`src/rtl/fpu_seq_pkg.sv`:
```
// fpu_seq_pkg: shared types and constants for the FPU multicycle sequencer.
//   state_t    - sequencer FSM states (IDLE, EXEC, WB)
//   FP_*       - FPUControl op codes
//   lat_lookup - maps an op code to its EXEC cycle count
package fpu_seq_pkg;

  typedef enum logic [1:0] {
    IDLE = 2'd0,
    EXEC = 2'd1,
    WB   = 2'd2
  } state_t;

  localparam logic [1:0] FP_ADD = 2'b00;
  localparam logic [1:0] FP_SUB = 2'b01;
  localparam logic [1:0] FP_MUL = 2'b10;
  localparam logic [1:0] FP_DIV = 2'b11;

  localparam int CNT_W = 4;

  // The latencies are module parameters, so they are passed in rather
  // than read from package scope.
  function automatic logic [CNT_W-1:0] lat_lookup(
    input logic [1:0] op,
    input int         lat_add,
    input int         lat_sub,
    input int         lat_mul,
    input int         lat_div
  );
    logic [CNT_W-1:0] lat;
    case (op)
      FP_ADD:  lat = CNT_W'(lat_add);
      FP_SUB:  lat = CNT_W'(lat_sub);
      FP_MUL:  lat = CNT_W'(lat_mul);
      default: lat = CNT_W'(lat_div);
    endcase
    return lat;
  endfunction

endpackage

```
`src/rtl/fpu_seq_if.sv`:
```
// fpu_seq_if: bundle of the sequencer's core-side and FPU-side signals.
//   master - the surrounding core/FPU: drives the instruction, abort and
//            FPU result; observes held operands, stall and writeback.
//   slave  - the sequencer itself.
interface fpu_seq_if;
  // instruction issue
  logic        start;
  logic [1:0]  op;
  logic [31:0] a;
  logic [31:0] b;
  logic [3:0]  rd;
  logic        setflags;
  logic        abort;
  // combinational FPU
  logic [31:0] fpu_a;
  logic [31:0] fpu_b;
  logic [1:0]  fpu_op;
  logic [31:0] fpu_result;
  logic [3:0]  fpu_flags;
  // core control and writeback
  logic        stall;
  logic        busy;
  logic        wb_en;
  logic [3:0]  wb_addr;
  logic [31:0] wb_data;
  logic        flags_we;
  logic [3:0]  flags;

  modport master (
    output start, op, a, b, rd, setflags, abort, fpu_result, fpu_flags,
    input  fpu_a, fpu_b, fpu_op, stall, busy, wb_en, wb_addr, wb_data,
           flags_we, flags
  );

  modport slave (
    input  start, op, a, b, rd, setflags, abort, fpu_result, fpu_flags,
    output fpu_a, fpu_b, fpu_op, stall, busy, wb_en, wb_addr, wb_data,
           flags_we, flags
  );
endinterface

```
`src/rtl/fpu_seq_lat_counter.sv`:
```
// lat_counter: loadable down-counter timing the FPU multicycle path.
//   clk, reset - rising-edge clock, asynchronous active-low reset
//   load       - load load_val (takes priority over en)
//   load_val   - value to load
//   en         - decrement by one; holds at zero, never wraps
//   zero       - counter value is zero
module lat_counter
  import fpu_seq_pkg::*;
(
  input  logic             clk,
  input  logic             reset,
  input  logic             load,
  input  logic [CNT_W-1:0] load_val,
  input  logic             en,
  output logic             zero
);

  logic [CNT_W-1:0] cnt;

  always_ff @(posedge clk or negedge reset) begin
    if (!reset) begin
      cnt <= '0;
    end else if (load) begin
      cnt <= load_val;
    end else if (en && (cnt != '0)) begin
      cnt <= cnt - 1'b1;
    end
  end

  assign zero = (cnt == '0);

endmodule

```
`src/rtl/fpu_seq.sv`:
```
// fpu_seq: multicycle-path sequencer for the combinational FPU.
// Latches an FP instruction, holds its operands on the FPU for a per-op
// number of cycles while stalling the PC, captures result and flags, then
// issues a single-cycle register-file / flag writeback.
//   clk, reset - rising-edge clock, asynchronous active-low reset
//   bus        - fpu_seq_if.slave: issue (start/op/a/b/rd/setflags/abort),
//                FPU side (fpu_a/fpu_b/fpu_op in, fpu_result/fpu_flags back),
//                core side (stall, busy, wb_en/wb_addr/wb_data,
//                flags_we/flags)
//   LAT_*      - EXEC cycles per op, 1..15
module fpu_seq
  import fpu_seq_pkg::*;
#(
  parameter int LAT_ADD = 2,
  parameter int LAT_SUB = 2,
  parameter int LAT_MUL = 3,
  parameter int LAT_DIV = 6
) (
  input  logic     clk,
  input  logic     reset,
  fpu_seq_if.slave bus
);

  state_t      state_q;
  state_t      state_d;

  logic [31:0] a_q;
  logic [31:0] b_q;
  logic [1:0]  op_q;
  logic [3:0]  rd_q;
  logic        sf_q;
  logic [31:0] wb_data_q;
  logic [3:0]  flags_q;

  logic             accept;
  logic             cnt_zero;
  logic             capture;
  logic             hold;
  logic [CNT_W-1:0] load_val;

  // abort beats start, so an aborted issue latches nothing
  assign accept  = (state_q == IDLE) && bus.start && !bus.abort;
  assign capture = (state_q == EXEC) && cnt_zero && !bus.abort;
  // the counter is loaded with LAT-1 so that it reads zero in the last
  // EXEC cycle, giving exactly LAT cycles of EXEC
  assign load_val = lat_lookup(bus.op, LAT_ADD, LAT_SUB, LAT_MUL, LAT_DIV)
                    - CNT_W'(1);

  lat_counter u_cnt (
    .clk      (clk),
    .reset    (reset),
    .load     (accept),
    .load_val (load_val),
    .en       (state_q == EXEC),
    .zero     (cnt_zero)
  );

  // state register
  always_ff @(posedge clk or negedge reset) begin
    if (!reset) begin
      state_q <= IDLE;
    end else begin
      state_q <= state_d;
    end
  end

  // next-state logic
  always_comb begin
    state_d = state_q;
    if (bus.abort) begin
      state_d = IDLE;
    end else begin
      case (state_q)
        IDLE:    if (bus.start) state_d = EXEC;
        EXEC:    if (cnt_zero)  state_d = WB;
        WB:      state_d = IDLE;
        default: state_d = IDLE;
      endcase
    end
  end

  // output decode
  always_comb begin
    bus.stall    = 1'b0;
    bus.busy     = 1'b0;
    bus.wb_en    = 1'b0;
    bus.flags_we = 1'b0;
    hold         = 1'b0;
    case (state_q)
      IDLE: begin
        bus.stall = accept;
      end
      EXEC: begin
        bus.stall = 1'b1;
        bus.busy  = 1'b1;
        hold      = 1'b1;
      end
      WB: begin
        bus.busy     = 1'b1;
        bus.wb_en    = !bus.abort;
        bus.flags_we = sf_q && !bus.abort;
        hold         = 1'b1;
      end
      default: ;
    endcase
  end

  // operand latches
  always_ff @(posedge clk or negedge reset) begin
    if (!reset) begin
      a_q  <= '0;
      b_q  <= '0;
      op_q <= '0;
      rd_q <= '0;
      sf_q <= 1'b0;
    end else if (accept) begin
      a_q  <= bus.a;
      b_q  <= bus.b;
      op_q <= bus.op;
      rd_q <= bus.rd;
      sf_q <= bus.setflags;
    end
  end

  // result capture at the end of the last EXEC cycle
  always_ff @(posedge clk or negedge reset) begin
    if (!reset) begin
      wb_data_q <= '0;
      flags_q   <= '0;
    end else if (capture) begin
      wb_data_q <= bus.fpu_result;
      flags_q   <= bus.fpu_flags;
    end
  end

  // FPU inputs are gated to zero in IDLE so the FPU does not toggle
  assign bus.fpu_a   = hold ? a_q  : '0;
  assign bus.fpu_b   = hold ? b_q  : '0;
  assign bus.fpu_op  = hold ? op_q : '0;

  assign bus.wb_addr = rd_q;
  assign bus.wb_data = wb_data_q;
  assign bus.flags   = flags_q;

endmodule

```
`src/flat_wrapper.sv`:
```
// flat-port wrapper written by rule: the top's interface ports become plain ports
module fpu_seq_flat import fpu_seq_pkg::*;
#(
  parameter int LAT_ADD = 2,
  parameter int LAT_SUB = 2,
  parameter int LAT_MUL = 3,
  parameter int LAT_DIV = 6
)
  (clk, reset, bus_start, bus_op, bus_a, bus_b, bus_rd, bus_setflags, bus_abort, bus_fpu_result, bus_fpu_flags, bus_fpu_a, bus_fpu_b, bus_fpu_op, bus_stall, bus_busy, bus_wb_en, bus_wb_addr, bus_wb_data, bus_flags_we, bus_flags);
  fpu_seq_if bus_i ();
  input  logic clk;
  input  logic reset;
  input wire logic [$bits(bus_i.start)-1:0] bus_start;
  input wire logic [$bits(bus_i.op)-1:0] bus_op;
  input wire logic [$bits(bus_i.a)-1:0] bus_a;
  input wire logic [$bits(bus_i.b)-1:0] bus_b;
  input wire logic [$bits(bus_i.rd)-1:0] bus_rd;
  input wire logic [$bits(bus_i.setflags)-1:0] bus_setflags;
  input wire logic [$bits(bus_i.abort)-1:0] bus_abort;
  input wire logic [$bits(bus_i.fpu_result)-1:0] bus_fpu_result;
  input wire logic [$bits(bus_i.fpu_flags)-1:0] bus_fpu_flags;
  output wire logic [$bits(bus_i.fpu_a)-1:0] bus_fpu_a;
  output wire logic [$bits(bus_i.fpu_b)-1:0] bus_fpu_b;
  output wire logic [$bits(bus_i.fpu_op)-1:0] bus_fpu_op;
  output wire logic [$bits(bus_i.stall)-1:0] bus_stall;
  output wire logic [$bits(bus_i.busy)-1:0] bus_busy;
  output wire logic [$bits(bus_i.wb_en)-1:0] bus_wb_en;
  output wire logic [$bits(bus_i.wb_addr)-1:0] bus_wb_addr;
  output wire logic [$bits(bus_i.wb_data)-1:0] bus_wb_data;
  output wire logic [$bits(bus_i.flags_we)-1:0] bus_flags_we;
  output wire logic [$bits(bus_i.flags)-1:0] bus_flags;
  assign bus_i.start = bus_start;
  assign bus_i.op = bus_op;
  assign bus_i.a = bus_a;
  assign bus_i.b = bus_b;
  assign bus_i.rd = bus_rd;
  assign bus_i.setflags = bus_setflags;
  assign bus_i.abort = bus_abort;
  assign bus_i.fpu_result = bus_fpu_result;
  assign bus_i.fpu_flags = bus_fpu_flags;
  assign bus_fpu_a = bus_i.fpu_a;
  assign bus_fpu_b = bus_i.fpu_b;
  assign bus_fpu_op = bus_i.fpu_op;
  assign bus_stall = bus_i.stall;
  assign bus_busy = bus_i.busy;
  assign bus_wb_en = bus_i.wb_en;
  assign bus_wb_addr = bus_i.wb_addr;
  assign bus_wb_data = bus_i.wb_data;
  assign bus_flags_we = bus_i.flags_we;
  assign bus_flags = bus_i.flags;
  fpu_seq #(.LAT_ADD(LAT_ADD), .LAT_SUB(LAT_SUB), .LAT_MUL(LAT_MUL), .LAT_DIV(LAT_DIV)) u_core (.clk(clk), .reset(reset), .bus(bus_i));
endmodule
```
`config.mk`:
```
export PLATFORM = sky130hd
export DESIGN_NAME = fpu_seq_flat
export DESIGN_NICKNAME = d
export VERILOG_FILES = /design/src/rtl/fpu_seq_pkg.sv /design/src/rtl/fpu_seq_if.sv /design/src/rtl/fpu_seq_lat_counter.sv /design/src/rtl/fpu_seq.sv /design/src/flat_wrapper.sv
export SDC_FILE = /design/constraint.sdc
export NUM_CORES = 1
export LEC_CHECK = 0
export ABC_AREA = 1
export CAP_MARGIN = 25
export CORE_UTILIZATION = 38
export DETAILED_ROUTE_END_ITERATION = 12
export GPL_ROUTABILITY_DRIVEN = 0
export PLACE_DENSITY = 0.76
export SLEW_MARGIN = 20
export SYNTH_ARGS = -nofsm -noshare
export SYNTH_HDL_FRONTEND = slang
export SYNTH_SLANG_ARGS = --single-unit
export TNS_END_PERCENT = 10
```
`constraint.sdc`:
```
create_clock -name clk -period 1.7 [get_ports clk]
set_input_delay 0.255 -clock clk [delete_from_list [all_inputs] [get_ports clk]]
set_output_delay 0.255 -clock clk [all_outputs]
set_load 0.02 [all_outputs]
```
==> flow_summary.toml, run 1 <==
[final_layout]
nFillCells = 989
drive_above_1_share = 0.2737
final_nets = 1022
diodes = 0
finish.utilization = 0.6785
area_delta_synth_final_pct = 72.06

[timing]
period_needed_ns = 1.907
fin_skew_ns = 0.009072
rsz0062_at_grt = "true"
finalCritPeriodShare = 1.122
layout_setup_ws_ns = -0.2072
max_freq_mhz = 524.3
drv_slew = 0
tightest_slew_ns = 0.3085
slew_headroom = 0.7943
hold_violations = 0
holdWs_ns = 0.2799
setup_tns_ns = -12.17
setup_viol = 70

[critical_path]
crit_path_start_kind = "register"
cp_data_required_time_ns = 1.44
critPathMaxFanout = 6
crit_arrival_ns = 1.65
crit_path_top_delay_cell = "dfrtp_1"
timing.critical_path.buf_inv = 5
slowest_delay_ns = 0.35
setup.worst_path.end_class = "output pin"
critPathTopFamily = "buffers and inverters"
path_cells = "inv_2 -> ha_4 -> buf_6 -> clkbuf_16 -> nand2_2 -> inv_2 -> buf_6"
crit_type = "reg -> out"
r2r-start = "u_core.state_q[0]"
cp-startpoint = "u_core.state_q[0]"

[global_route]
grt_max_degree = 55
grt_pass1_vias = 4515
grt_overflow_total = 0
grt_pass1_wl_um = 21980
antenna_found_initial = 0
grtUsageTotal = 0.2132

[cts]
tritoncts = "built"
path_clk_slew_ns = 0.05
clkSinkCount = 113
root_buffer = "clkbuf_16"
cts_buffers = 17
htreeDepth = 4
cts_max_path_buffers = 2
worstSkewPairLatency_ns = 0.41

[drt]
drt_wl_total_um = 15640
drc = 0
via_per_inst = 4.473
firstDrtPassIters = 5
wire_per_inst_um = 14.36
postRouteAntennaNets = 0
drtIter0Drc = 268
via_count = 4871

[die]
die_h_um = 117.1
start_util = 0.3944
chipWidth_um = 117.1
pin_count = 221
rows = 41
core_mm2 = 0.01277
dieArea_mm2 = 0.01372

[power]
leakagePower_uw = 0.004729
vdd_drop_max_v = 0.001224
powerDensity_mw_per_mm2 = 1987
power_uw = 17220

[flow_run]
drv_cap = 0

[synth]
synth_edf_count = 0
synth_most_common_cell = "nand2_1"
synth_area_leaders = "dfrtp_1, nand2_1, inv_1"
yosys_warnings = 0
synth_top_cells_by_count = "nand2_1, dfrtp_1, inv_1"
synthCells = 660
async_reset_ff_frac = 1.000
yosysTopAreaCell = "dfrtp_1"
avgSynthCellArea_um2 = 7.632
synth_cell_types = 19
ys_ff_latch = 113
syn_nets = 776
synth_top_area_share = 0.5614
synth_area_mm2 = 0.005037
synth_ff_type = "dfrtp_1"
synth-seq-area-share = 0.5614

[placed_design]
dpl_worst_slack_ns = -0.2953
dpl.hpwl_um = 9497
port_buffers = 220

[outcome]
status = "finished with violations"
violations = "negative setup slack"

[hold_path]
hold_class = "in -> async"
where the power goes:
part / switching (uW) / internal, uW / leakage (uW)
Clock: 1150 / 2180 / 0.000275
Combinational: 4710 / 4350 / 0.00304
Sequential: 871 / 3960 / 0.00141
stage by stage:
step           cell area, um2  std cells
2_1_floorplan            5041        660
3_3_place_gp             7542       1046
3_5_place_dp             7542       1046
4_1_cts                  8249       1078
5_1_grt                  8667       1089
6_report                 8667       1089
path summary, 6_finish.rpt:
path | slack, ns | to | cells after the start
max in group asynchronous | 0.82 | u_core.b_q[25] | 3
setup reg to reg | -0.07 | u_core.u_cnt.cnt[2] | 13
setup / recovery | -0.21 | bus_fpu_b[28] | 7
hold reg to reg | 0.47 | u_core.bus.wb_data[2] | 2
hold / removal | 0.28 | u_core.bus.wb_data[27] | 2
min in group clk | 0.38 | u_core.b_q[13] | 3
layout by cell type, fill, tap and decap left out:
cell	n
nand2_1	355
clkdlybuf4s50_1	148
dfrtp_1	113
buf_6	71
inv_2	56
nand2_2	47
inv_1	25
clkbuf_16	23
buf_4	17
buf_12	11
nor2_1	8
nand2_4	7
clkbuf_8	5
o21ai_1	3
o21ai_0	3
nand3_1	3
ha_4	3
clkinv_2	3
clkbuf_1	3
ha_1	2
buf_8	2
nor2_4	1
nand3_2	1
nor2_2	1
nor3_4	1
nand4_1	1
clkinvlp_4	1
bufinv_16	1
dlygate4sd3_1	1
dlymetal6s2s_1	1
what timing repair did:
item / CTS / global route
hold buffers: 1 / 0
gates resized for setup: 381 / 172
endpoints found under the hold margin: 19 / 0
cloned: 1 / 8
pin swaps: 4 / 9
setup endpoints to repair: 114 / 148
buffers inserted: 0 / 5
flip-flops by register name, summed over array words and instances (netlist names):
| register | count |
|---|---|
| u_core.b_q | 32 |
| u_core.state_q | 2 |
| u_core.a_q | 32 |
| u_core.op_q | 2 |
| u_core.u_cnt.cnt | 4 |
| u_core.bus.wb_addr | 4 |
| u_core.bus.flags | 4 |
| u_core.sf_q | 1 |
| u_core.bus.wb_data | 32 |
per-layer routing:
metal	vias up	track usage	part of all wire
met4	0	0.09789	0.033
met5	-	0	0
met3	41	0.05716	0.052
li1	2403	-	-
met2	159	0.3594	0.52
met1	2268	0.2556	0.40
logic make-up after synthesis:
group | Yosys count | share of synthesized area
simple gates | 425 | 0.3227
buf+inv | 111 | 0.09762
compound gates | 6 | 0.005960
flops | 113 | 0.5614
fa+ha+maj | 5 | 0.01242
area by class of cell:
| class | count | area, um2 | share of cell area |
|---|---|---|---|
| inverter | 81 | 304.0 | 0.03508 |
| tap | 172 | 215.2 | 0.02483 |
| clock buffer | 25 | 505.5 | 0.05832 |
| timing repair buffer | 257 | 2831 | 0.3267 |
| multi-input combinational | 436 | 1931 | 0.2228 |
| sequential | 113 | 2828 | 0.3263 |
| clock inverter | 5 | 52.55 | 0.006063 |
worst reg2reg max path, delay by kind of cell (launching register included):
family / cells / cell delay, ns
simple gates: 6 / 0.47
fa+ha+maj: 2 / 0.35
compound gates: 1 / 0.10
buf+inv: 4 / 0.35
flops: 1 / 0.38
(Power assumes the default switching activity.)
==> inputs of run 2 (changes only) <==
==> constraint.sdc (replaced) <==
create_clock -name clk -period 1.7 [get_ports clk]
set_input_delay 0.255 -clock clk [delete_from_list [all_inputs] [get_ports clk]]
set_output_delay 0.255 -clock clk [all_outputs]
set_load 0.05 [all_outputs]
==> flow_summary.toml, run 2 (synthesis results as in run 1) <==
[placed_design]
dpl_worst_slack_ns = -0.09510
dpl-instance-area_mm2 = 0.008295
dp_cells = 1043
port_buffers = 220
dpl.hpwl_um = 10070

[cts]
htreeDepth = 4
cts_buffers = 17
worstSkewPairLatency_ns = 0.41
cts_max_path_buffers = 2
clkSinkCount = 113
root_buffer = "clkbuf_16"
path_clk_slew_ns = 0.06
tritoncts = "built"

[timing]
max_freq_mhz = 510.6
period_needed_ns = 1.959
fin_skew_ns = 0.006919
holdWs_ns = 0.3736
finalCritPeriodShare = 1.152
tightest_slew_ns = 0.3582
layout_setup_ws_ns = -0.2587
drv_slew = 0
rsz0062_at_grt = "true"
setup_tns_ns = -15.28
hold_violations = 0
slew_headroom = 0.7612
setup_viol = 68

[global_route]
grt_pass1_vias = 4700
grt_max_degree = 59
grt_pass1_wl_um = 22870
grtUsageTotal = 0.2220
antenna_found_initial = 0
grt_overflow_total = 0

[hold_path]
holdPathStages = 3
hold_start = "bus_b[1]"
min_to = "u_core.b_q[1]"
hold_class = "in -> reg"

[drt]
via_per_inst = 4.419
drtIter0Drc = 236
via_count = 4768
drc = 0
postRouteAntennaNets = 0
drt_wl_total_um = 14170
firstDrtPassIters = 4
wire_per_inst_um = 13.13

[power]
leakagePower_uw = 0.004464
combPwrFrac = 0.590
p_seq_frac = 0.233
switching_share = 0.4555
intPower_uw = 11060
vdd_drop_max_v = 0.001190
powerDensity_mw_per_mm2 = 2244
netSwitchingPower_uw = 9249
clockPowerShare = 0.177

[critical_path]
crit_path_start_kind = "register"
slowest_delay_ns = 0.36
path_cells = "inv_2 -> ha_4 -> buf_12 -> nand2_1 -> clkinvlp_4 -> buf_12"
r2r-start = "u_core.state_q[0]"
crit_path_top_delay_cell = "dfrtp_1"
path_common_cell = "buf_12"
critPathMaxFanout = 19
cp_data_required_time_ns = 1.44
reg2reg_depth = 12
crit_arrival_ns = 1.70
setup.worst_path.end_class = "output pin"
r2r_setup_slack_ns = 0.03
rr_endpoint = "u_core.u_cnt.cnt[2]"
crit_type = "reg -> out"

[final_layout]
nFillCells = 946
final_area_mm2 = 0.009050
layout.cells.most_common = "nand2_1"
final_cell_mix = "nand2_1, dfrtp_1, clkdlybuf4s50_1"
diodes = 0
area_delta_synth_final_pct = 79.66
drive_above_1_share = 0.2911
final_nets = 1010
final_cells = 1079

[die]
core_mm2 = 0.01277
start_util = 0.3944
pin_count = 221
chipWidth_um = 117.1
die_h_um = 117.1
rows = 41
dieArea_mm2 = 0.01372

[flow_run]
drv_cap = 0

[outcome]
violations = "negative setup slack"
status = "finished with violations"
## run 2: cell count changes in the layout (fill, tap and decap cells not counted), sizes merged, moves of 3 or more
| cell | before | now |
|---|---|---|
| clkinvlp | 1 | 43 |
| clkdlybuf4s50 | 148 | 109 |
| inv | 81 | 42 |
| buf | 101 | 135 |
| clkbuf | 31 | 19 |
| clkinv | 3 | 6 |
## run 2: worst max-delay path by stage
stage	from	end	cells after the start
after floorplan	u_core.state_q[0]	bus_fpu_b[10]	5
after global placement	bus_abort	u_core.bus.wb_data[13]	6
after detailed placement	bus_abort	u_core.bus.wb_data[17]	6
after CTS	u_core.state_q[1]	bus_fpu_a[2]	6
after global routing	u_core.state_q[0]	bus_fpu_b[29]	6
final	u_core.state_q[0]	bus_fpu_a[20]	6
## run 2: timing repair
action	4_1_cts	5_1_grt
setup endpoints to repair	70	147
buffers inserted	2	0
gates resized for setup	45	12
gates cloned	1	0
endpoints found under the hold margin	113	0
hold buffers	1	0
## run 2: critical path: cells and delay by family (launching register included)
kind | cells | cell delay [ns]
DFF | 1 | 0.36
adders and majority gates | 1 | 0.35
buffers and inverters | 4 | 0.47
and+or+nand+nor | 1 | 0.10
## run 2: area by class of cell
class | count | area [um2] | share of cell area
Inverter | 81 | 456.7 | 0.05046
Clock inverter | 13 | 162.7 | 0.01797
Timing Repair Buffer | 245 | 3134 | 0.3463
Sequential cell | 113 | 2828 | 0.3125
Multi-Input combinational cell | 436 | 1821 | 0.2012
Clock buffer | 19 | 432.9 | 0.04784
Tap cell | 172 | 215.2 | 0.02378
## run 2: routing by layer
layer	part of all wire	global-route usage	vias to the layer above
met5	0	0	-
met3	0.063	0.06437	18
li1	-	-	2376
met4	0.015	0.08439	0
met2	0.53	0.3838	151
met1	0.40	0.2620	2223
## run 2: through the flow
stage          total power [uW]    util
2_1_floorplan             11270       -
3_3_place_gp              16120  0.6494
3_5_place_dp              16360  0.6494
4_1_cts                   20410  0.7049
5_1_grt                   21390  0.7085
6_report                  20310  0.7085
## run 2: power by group through the flow
stage / registers, uW / logic (uW) / clock network [uW]
floorplan: 6050 / 5220 / 0
global placement: 4640 / 11500 / 0
detailed placement: 4670 / 11700 / 0
CTS: 4720 / 12000 / 3650
global route: 4880 / 12700 / 3780
finish: 4740 / 12000 / 3590
